**config.mk**
```make
export PLATFORM = sky130hd
export DESIGN_NAME = avs_read_bridge
export DESIGN_NICKNAME = d
export VERILOG_FILES = /design/src/rtl/avs_bridge_pkg.sv /design/src/rtl/avs_pf_buffer.sv /design/src/rtl/avs_read_bridge.sv
export SDC_FILE = /design/constraint.sdc
export NUM_CORES = 1
export LEC_CHECK = 0
export BUFFER_PORTS_ARGS = -buffer_cell sky130_fd_sc_hd__buf_2
export CAP_MARGIN = 30
export CORE_MARGIN = 3
export CORE_UTILIZATION = 35
export DETAILED_ROUTE_END_ITERATION = 8
export SYNTH_ARGS = -nofsm -noshare
export SYNTH_HDL_FRONTEND = slang
export SYNTH_HIERARCHICAL = 1
export SYNTH_SLANG_ARGS = --single-unit
```
**constraint.sdc**
```tcl
create_clock -name clk -period 2.3 [get_ports clk]
set_input_delay 0 -clock clk [delete_from_list [all_inputs] [get_ports clk]]
set_output_delay 0 -clock clk [all_outputs]
set_load 0.01 [all_outputs]
```
**src/rtl/avs_bridge_pkg.sv**
```systemverilog
// Shared definitions for the Avalon-MM read bridge: FSM states, data width,
// default CPU-side byte-address width.
package avs_bridge_pkg;

    localparam int unsigned ADDR_W_DEF = 18;
    localparam int unsigned DATA_W     = 32;

    typedef enum logic [2:0] {
        IDLE   = 3'd0,
        DREQ   = 3'd1,
        DWAIT  = 3'd2,
        RESP   = 3'd3,
        PFREQ  = 3'd4,
        PFWAIT = 3'd5
    } bridge_state_t;

endpackage

```
**src/rtl/avs_pf_buffer.sv**
```systemverilog
// One-word prefetch buffer: holds a word address tag, its data and a valid bit.
// Ports:
//   clk, rst_n   clock, async active-low reset
//   flush        clears valid on this edge and masks the hit output at once
//   wr_en        capture wr_tag/wr_data and set valid (flush wins)
//   lookup_tag   word address to compare
//   hit_c        combinational hit (valid, tag match, no flush)
//   data         buffered word
module avs_pf_buffer
    import avs_bridge_pkg::*;
#(
    parameter int unsigned TAG_W = ADDR_W_DEF - 2
) (
    input  logic              clk,
    input  logic              rst_n,
    input  logic              flush,
    input  logic              wr_en,
    input  logic [TAG_W-1:0]  wr_tag,
    input  logic [DATA_W-1:0] wr_data,
    input  logic [TAG_W-1:0]  lookup_tag,
    output logic              hit_c,
    output logic [DATA_W-1:0] data
);

    logic             valid;
    logic [TAG_W-1:0] tag;

    // Buffer storage
    always_ff @(posedge clk or negedge rst_n) begin
        if (!rst_n) begin
            valid <= 1'b0;
            tag   <= '0;
            data  <= '0;
        end else begin
            if (flush) begin
                valid <= 1'b0;
            end else if (wr_en) begin
                valid <= 1'b1;
            end
            if (wr_en) begin
                tag  <= wr_tag;
                data <= wr_data;
            end
        end
    end

    // A flush in the lookup cycle forces a miss
    assign hit_c = valid && (tag == lookup_tag) && !flush;

endmodule

```
**src/rtl/avs_read_bridge.sv**
```systemverilog
// CPU read port to Avalon-MM pipelined-read master bridge with an optional
// one-word next-address prefetch. At most one Avalon read is outstanding.
// Ports:
//   clk, rst_n                     clock, async active-low reset
//   rv_valid/rv_addr               CPU read request (held until rv_ready)
//   rv_ready/rv_rdata              one-cycle response pulse and held read data
//   pf_flush                       invalidate the prefetch buffer
//   avm_address/avm_read           Avalon command (word address)
//   avm_waitrequest                Avalon stall
//   avm_readdata/avm_readdatavalid Avalon pipelined response
module avs_read_bridge
    import avs_bridge_pkg::*;
#(
    parameter bit          PREFETCH_EN = 1'b1,
    parameter int unsigned ADDR_W      = ADDR_W_DEF
) (
    input  logic              clk,
    input  logic              rst_n,
    input  logic              rv_valid,
    output logic              rv_ready,
    input  logic [ADDR_W-1:0] rv_addr,
    output logic [DATA_W-1:0] rv_rdata,
    input  logic              pf_flush,
    output logic [ADDR_W-3:0] avm_address,
    output logic              avm_read,
    input  logic              avm_waitrequest,
    input  logic [DATA_W-1:0] avm_readdata,
    input  logic              avm_readdatavalid
);

    localparam int unsigned TAG_W = ADDR_W - 2;

    bridge_state_t     state, state_nxt;
    logic [TAG_W-1:0]  req_tag, req_tag_nxt;
    logic [TAG_W-1:0]  avm_address_nxt;
    logic [DATA_W-1:0] rv_rdata_nxt;
    logic              rv_ready_nxt;
    logic              avm_read_nxt;
    // Sticky: the in-flight Avalon response must be thrown away
    logic              drop, drop_nxt;
    logic              pf_hit_c;
    logic              pf_wr_c;
    logic [DATA_W-1:0] pf_data;
    logic [TAG_W-1:0]  rv_tag_c;
    logic              unused_addr_lsb;

    assign rv_tag_c        = rv_addr[ADDR_W-1:2];
    assign unused_addr_lsb = ^rv_addr[1:0];

    avs_pf_buffer #(
        .TAG_W (TAG_W)
    ) u_pf_buffer (
        .clk        (clk),
        .rst_n      (rst_n),
        .flush      (pf_flush),
        .wr_en      (pf_wr_c),
        .wr_tag     (avm_address),
        .wr_data    (avm_readdata),
        .lookup_tag (rv_tag_c),
        .hit_c      (pf_hit_c),
        .data       (pf_data)
    );

    // State and registered outputs
    always_ff @(posedge clk or negedge rst_n) begin
        if (!rst_n) begin
            state       <= IDLE;
            req_tag     <= '0;
            drop        <= 1'b0;
            rv_ready    <= 1'b0;
            rv_rdata    <= '0;
            avm_read    <= 1'b0;
            avm_address <= '0;
        end else begin
            state       <= state_nxt;
            req_tag     <= req_tag_nxt;
            drop        <= drop_nxt;
            rv_ready    <= rv_ready_nxt;
            rv_rdata    <= rv_rdata_nxt;
            avm_read    <= avm_read_nxt;
            avm_address <= avm_address_nxt;
        end
    end

    // Next state and next output values
    always_comb begin
        state_nxt       = state;
        req_tag_nxt     = req_tag;
        drop_nxt        = drop;
        rv_ready_nxt    = 1'b0;
        rv_rdata_nxt    = rv_rdata;
        avm_read_nxt    = avm_read;
        avm_address_nxt = avm_address;
        pf_wr_c         = 1'b0;

        case (state)
            IDLE: begin
                if (rv_valid) begin
                    req_tag_nxt = rv_tag_c;
                    if (pf_hit_c) begin
                        state_nxt    = RESP;
                        rv_ready_nxt = 1'b1;
                        rv_rdata_nxt = pf_data;
                    end else begin
                        state_nxt       = DREQ;
                        avm_read_nxt    = 1'b1;
                        avm_address_nxt = rv_tag_c;
                        drop_nxt        = 1'b0;
                    end
                end
            end

            DREQ: begin
                if (!rv_valid) begin
                    drop_nxt = 1'b1;
                end
                if (!avm_waitrequest) begin
                    avm_read_nxt = 1'b0;
                    state_nxt    = DWAIT;
                end
            end

            DWAIT: begin
                if (avm_readdatavalid) begin
                    if (drop || !rv_valid) begin
                        state_nxt = IDLE;
                    end else begin
                        state_nxt    = RESP;
                        rv_ready_nxt = 1'b1;
                        rv_rdata_nxt = avm_readdata;
                    end
                end else if (!rv_valid) begin
                    drop_nxt = 1'b1;
                end
            end

            RESP: begin
                if (PREFETCH_EN) begin
                    state_nxt       = PFREQ;
                    avm_read_nxt    = 1'b1;
                    avm_address_nxt = req_tag + TAG_W'(1);
                    drop_nxt        = 1'b0;
                end else begin
                    state_nxt = IDLE;
                end
            end

            PFREQ: begin
                if (pf_flush) begin
                    drop_nxt = 1'b1;
                end
                if (!avm_waitrequest) begin
                    avm_read_nxt = 1'b0;
                    state_nxt    = PFWAIT;
                end
            end

            PFWAIT: begin
                if (avm_readdatavalid) begin
                    pf_wr_c   = !(drop || pf_flush);
                    state_nxt = IDLE;
                end else if (pf_flush) begin
                    drop_nxt = 1'b1;
                end
            end

            default: begin
                state_nxt    = IDLE;
                avm_read_nxt = 1'b0;
            end
        endcase
    end

endmodule

```
==> impl_metrics.tcl <==
set metrics [dict create \
    status "complete, no violations" \
    timing.final.crit_share_pct 96.0 \
    clkPwrFrac_pct 27.8 \
    hold_class "input port to flop" \
    cp-start-kind "flop" \
    async_reset_ff_share_pct 100 \
    synthCells 469 \
    path_common_cell "nor4_2" \
    routed_wl_mm 13.7 \
    p_sw_share_pct 32.5 \
    max_slew.worst_pin.slew_ps 660 \
    synth-seq-cells 119 \
    p_sw_mw 3.16 \
    max_freq_mhz 453 \
    critical_path_required_ps 2600 \
    antenna_cells 0 \
    ys_seq_area_share_pct 52.5 \
    finalSetupTns_ps 0 \
    core_area_um2 15500 \
    synth.avg_cell_area_um2 12.1 \
    io_buffers 103 \
    synthDistinctLibCells 53 \
    combPwrFrac_pct 33.3 \
    drc 0 \
    clock_latency_ps 410 \
    synth_common_cells "dfrtp_1 (119), mux2_2 (64), nor2_1 (43)" \
    vias 4194 \
    critPathMaxFanout 4 \
    critical_path_class "flop to flop" \
    power.density_nw_per_um2 1250 \
    drt.antenna.violating_nets 0 \
    clock_sinks 119 \
    clock_skew_ps 9.95 \
    hpwl_mm 8.67 \
    vias_per_cell 4.85 \
    slowest_delay_ps 390 \
    synthesis.area_um2 5680 \
    critical_path.cell_chain "xor2_1 -> nor4_2 -> nand4_1 -> nor4_2 -> buf_4 -> or2b_1 -> a211oi_1 -> o32a_1 -> o21a_1" \
    intPower_mw 6.54 \
    nNetsFinal 698 \
    rsz0062_at_grt "yes" \
    first_pass_iters 4 \
    clk_pin_slew_worst_paths_ps 50 \
    yosysWarnings 6 \
    track_usage_pct 15.1 \
    setup_violations 0 \
    stdcell_area_um2 7790 \
    htreeDepth 4 \
    multi_input_area_um2 2510 \
    rows 45 \
    grt_first_pass_wirelength_mm 21.6 \
    final_max_slew_viol_count 0 \
    cts_buffers 17 \
    die_area_um2 17800 \
    placed_area_um2 6470 \
    yosys.area.top_type "dfrtp_1" \
    initial_core_util_pct 36.5 \
    cts_root_buf "clkbuf_16" \
    setup_ws_ps 92.8 \
    cap_violations 0 \
    ys.flop_type "dfrtp_1" \
    leakagePower_nw 3.51 \
    final_layout_size_suffix_gt1_share_pct 38.4 \
    relSlewSlack_pct 56.0 \
    dp_slack_ps 20.0 \
    place_congestion 0.789 \
    synthTopCellsByArea "dfrtp_1 (52%), mux2_2 (13%), mux2i_1 (6.9%), xor2_1 (3.4%), nor2_1 (2.8%)" \
    cts_tree "yes" \
    synth_fp_nets 526 \
    register_area_um2 2980 \
    crit_slowest_cell "dfrtp_1" \
    num-fill-cells 1412 \
    synth-edff-count 0 \
    total_power_mw 9.70 \
    seq_power_share_pct 38.9 \
    area_growth_pct 37.2 \
    io_pins 106 \
    hold_viol 0 \
    grt_max_degree 63 \
    cp.arrival_ps 2500 \
    die_x_um 133 \
    grt_pass1_vias 4270 \
    antenna_found_initial 0 \
    yosys.area.top_type_share_pct 52.5 \
    cts_buffer_depth 2 \
    fp.dieH_um 133 \
    yosysMostFrequentCell "dfrtp_1" \
    wl_per_cell_um 15.8 \
    overflow 0 \
    crit_path_end_kind "flop" \
    drt_iter0_markers 132 \
    period_minus_slack_ps 2210 \
    vdd_ir_drop_max_uv 525 \
]
## worst paths after layout
path	from	to	slack, ps	cells after the start
worst min-delay path	rv_valid	state[1]$_DFFE_PN0P_	150	4
max in group asynchronous	rst_n	rv_ready$_DFF_PN0_	1360	3
worst min register to register	u_pf_buffer/valid$_DFFE_PN0P_	u_pf_buffer/valid$_DFFE_PN0P_	500	2
worst max-delay path	u_pf_buffer/tag[11]$_DFFE_PN0P_	drop$_DFFE_PN0P_	90	9
min in group asynchronous	rst_n	u_pf_buffer/data[28]$_DFFE_PN0P_	190	2
worst max register to register	u_pf_buffer/tag[11]$_DFFE_PN0P_	drop$_DFFE_PN0P_	90	9
## cells in the final DEF (no fill, tap or decap), types with 3 or more instances in the layout
| cell | instances |
|---|---|
| nor3_1 | 3 |
| dlygate4sd3_1 | 52 |
| clkinv_2 | 3 |
| a22oi_1 | 3 |
| a21oi_1 | 20 |
| dfrtp_1 | 119 |
| and3_1 | 3 |
| or2b_1 | 3 |
| buf_4 | 15 |
| buf_12 | 8 |
| o31ai_1 | 3 |
| and2_1 | 5 |
| nor3b_1 | 4 |
| mux2i_1 | 39 |
| a21oi_2 | 17 |
| mux2_2 | 64 |
| nand2_1 | 12 |
| o21ai_0 | 13 |
| and4_1 | 4 |
| nand4_1 | 7 |
| nor4_2 | 3 |
| bufinv_16 | 3 |
| xor2_1 | 22 |
| nor2_1 | 43 |
| buf_2 | 102 |
| nand2b_1 | 3 |
| clkbuf_16 | 21 |
| clkbuf_8 | 4 |
| nand3b_1 | 6 |
| xnor2_1 | 4 |
| nand3_1 | 6 |
## power by group through the flow
stage                     clock network [mW]  registers, mW  logic (mW)
after floorplan                            0           3.76        2.07
after global placement                     0           3.72        3.04
after detailed placement                   0           3.79        3.12
after CTS                               2.77           3.76        3.21
after global routing                    2.88           3.92        3.55
final                                   2.69           3.78        3.23
## worst max-delay path: cells and delay by family (launching register included)
kind / cells / cell delay (ps)
AOI/OAI and AO/OA: 3 / 610
xor gates and xnor gates: 1 / 150
buffers and inverters: 1 / 170
DFF: 1 / 390
and+or+nand+nor: 4 / 780
## cell families after synthesis
kind of cell	count (synthesis)	share of synthesized area (%)
DFF	119	52.5
AOI/OAI and AO/OA	71	8.44
adders and majority gates	1	0.220
muxes	104	19.8
and+or+nand+nor	116	11.2
buffers and inverters	32	3.86
xor gates and xnor gates	26	4.01
## routing by layer
layer | wire length (um) | track usage, % | share of wire [%] | vias up
met1 | 6150 | 18.6 | 45 | 2078
met5 | 0 | 0 | 0 | -
li1 | - | - | - | 2003
met2 | 6770 | 26.0 | 50 | 101
met4 | 155 | 4.97 | 1.1 | 0
met3 | 598 | 4.04 | 4.4 | 12
## what timing repair did
action	in CTS	in global routing
resized for setup	0	5
hold buffers	52	0
buffers inserted	0	5
hold endpoints to repair	145	0
setup endpoints to repair	0	44
## cell type report
cell class,count,share of cell area (%)
clock buffers,23,6.27
clock inverters,8,1.54
inverters,3,0.145
multi-input cells,318,32.2
flip-flops and latches,119,38.2
well taps,211,3.39
repair buffers,182,18.2
## state kept, by name, summed over array words and instances (netlist names), 3 cells and up
name	flops
u_pf_buffer/tag	16
req_tag	16
u_pf_buffer/data	32
avm_address	16
state	3
rv_rdata	32
## metrics by stage
| stage | hold WS [ps] | util, % | instances |
|---|---|---|---|
| after global routing | 139 | 50.1 | 864 |
| after CTS | 131 | 48.9 | 854 |
| final | 151 | 50.1 | 864 |
| after detailed placement | 67.9 | 41.6 | 771 |
| after global placement | 60.8 | 41.6 | 771 |
| after floorplan | -296 | - | 469 |
No activity file was read; power rests on OpenSTA's default activity.
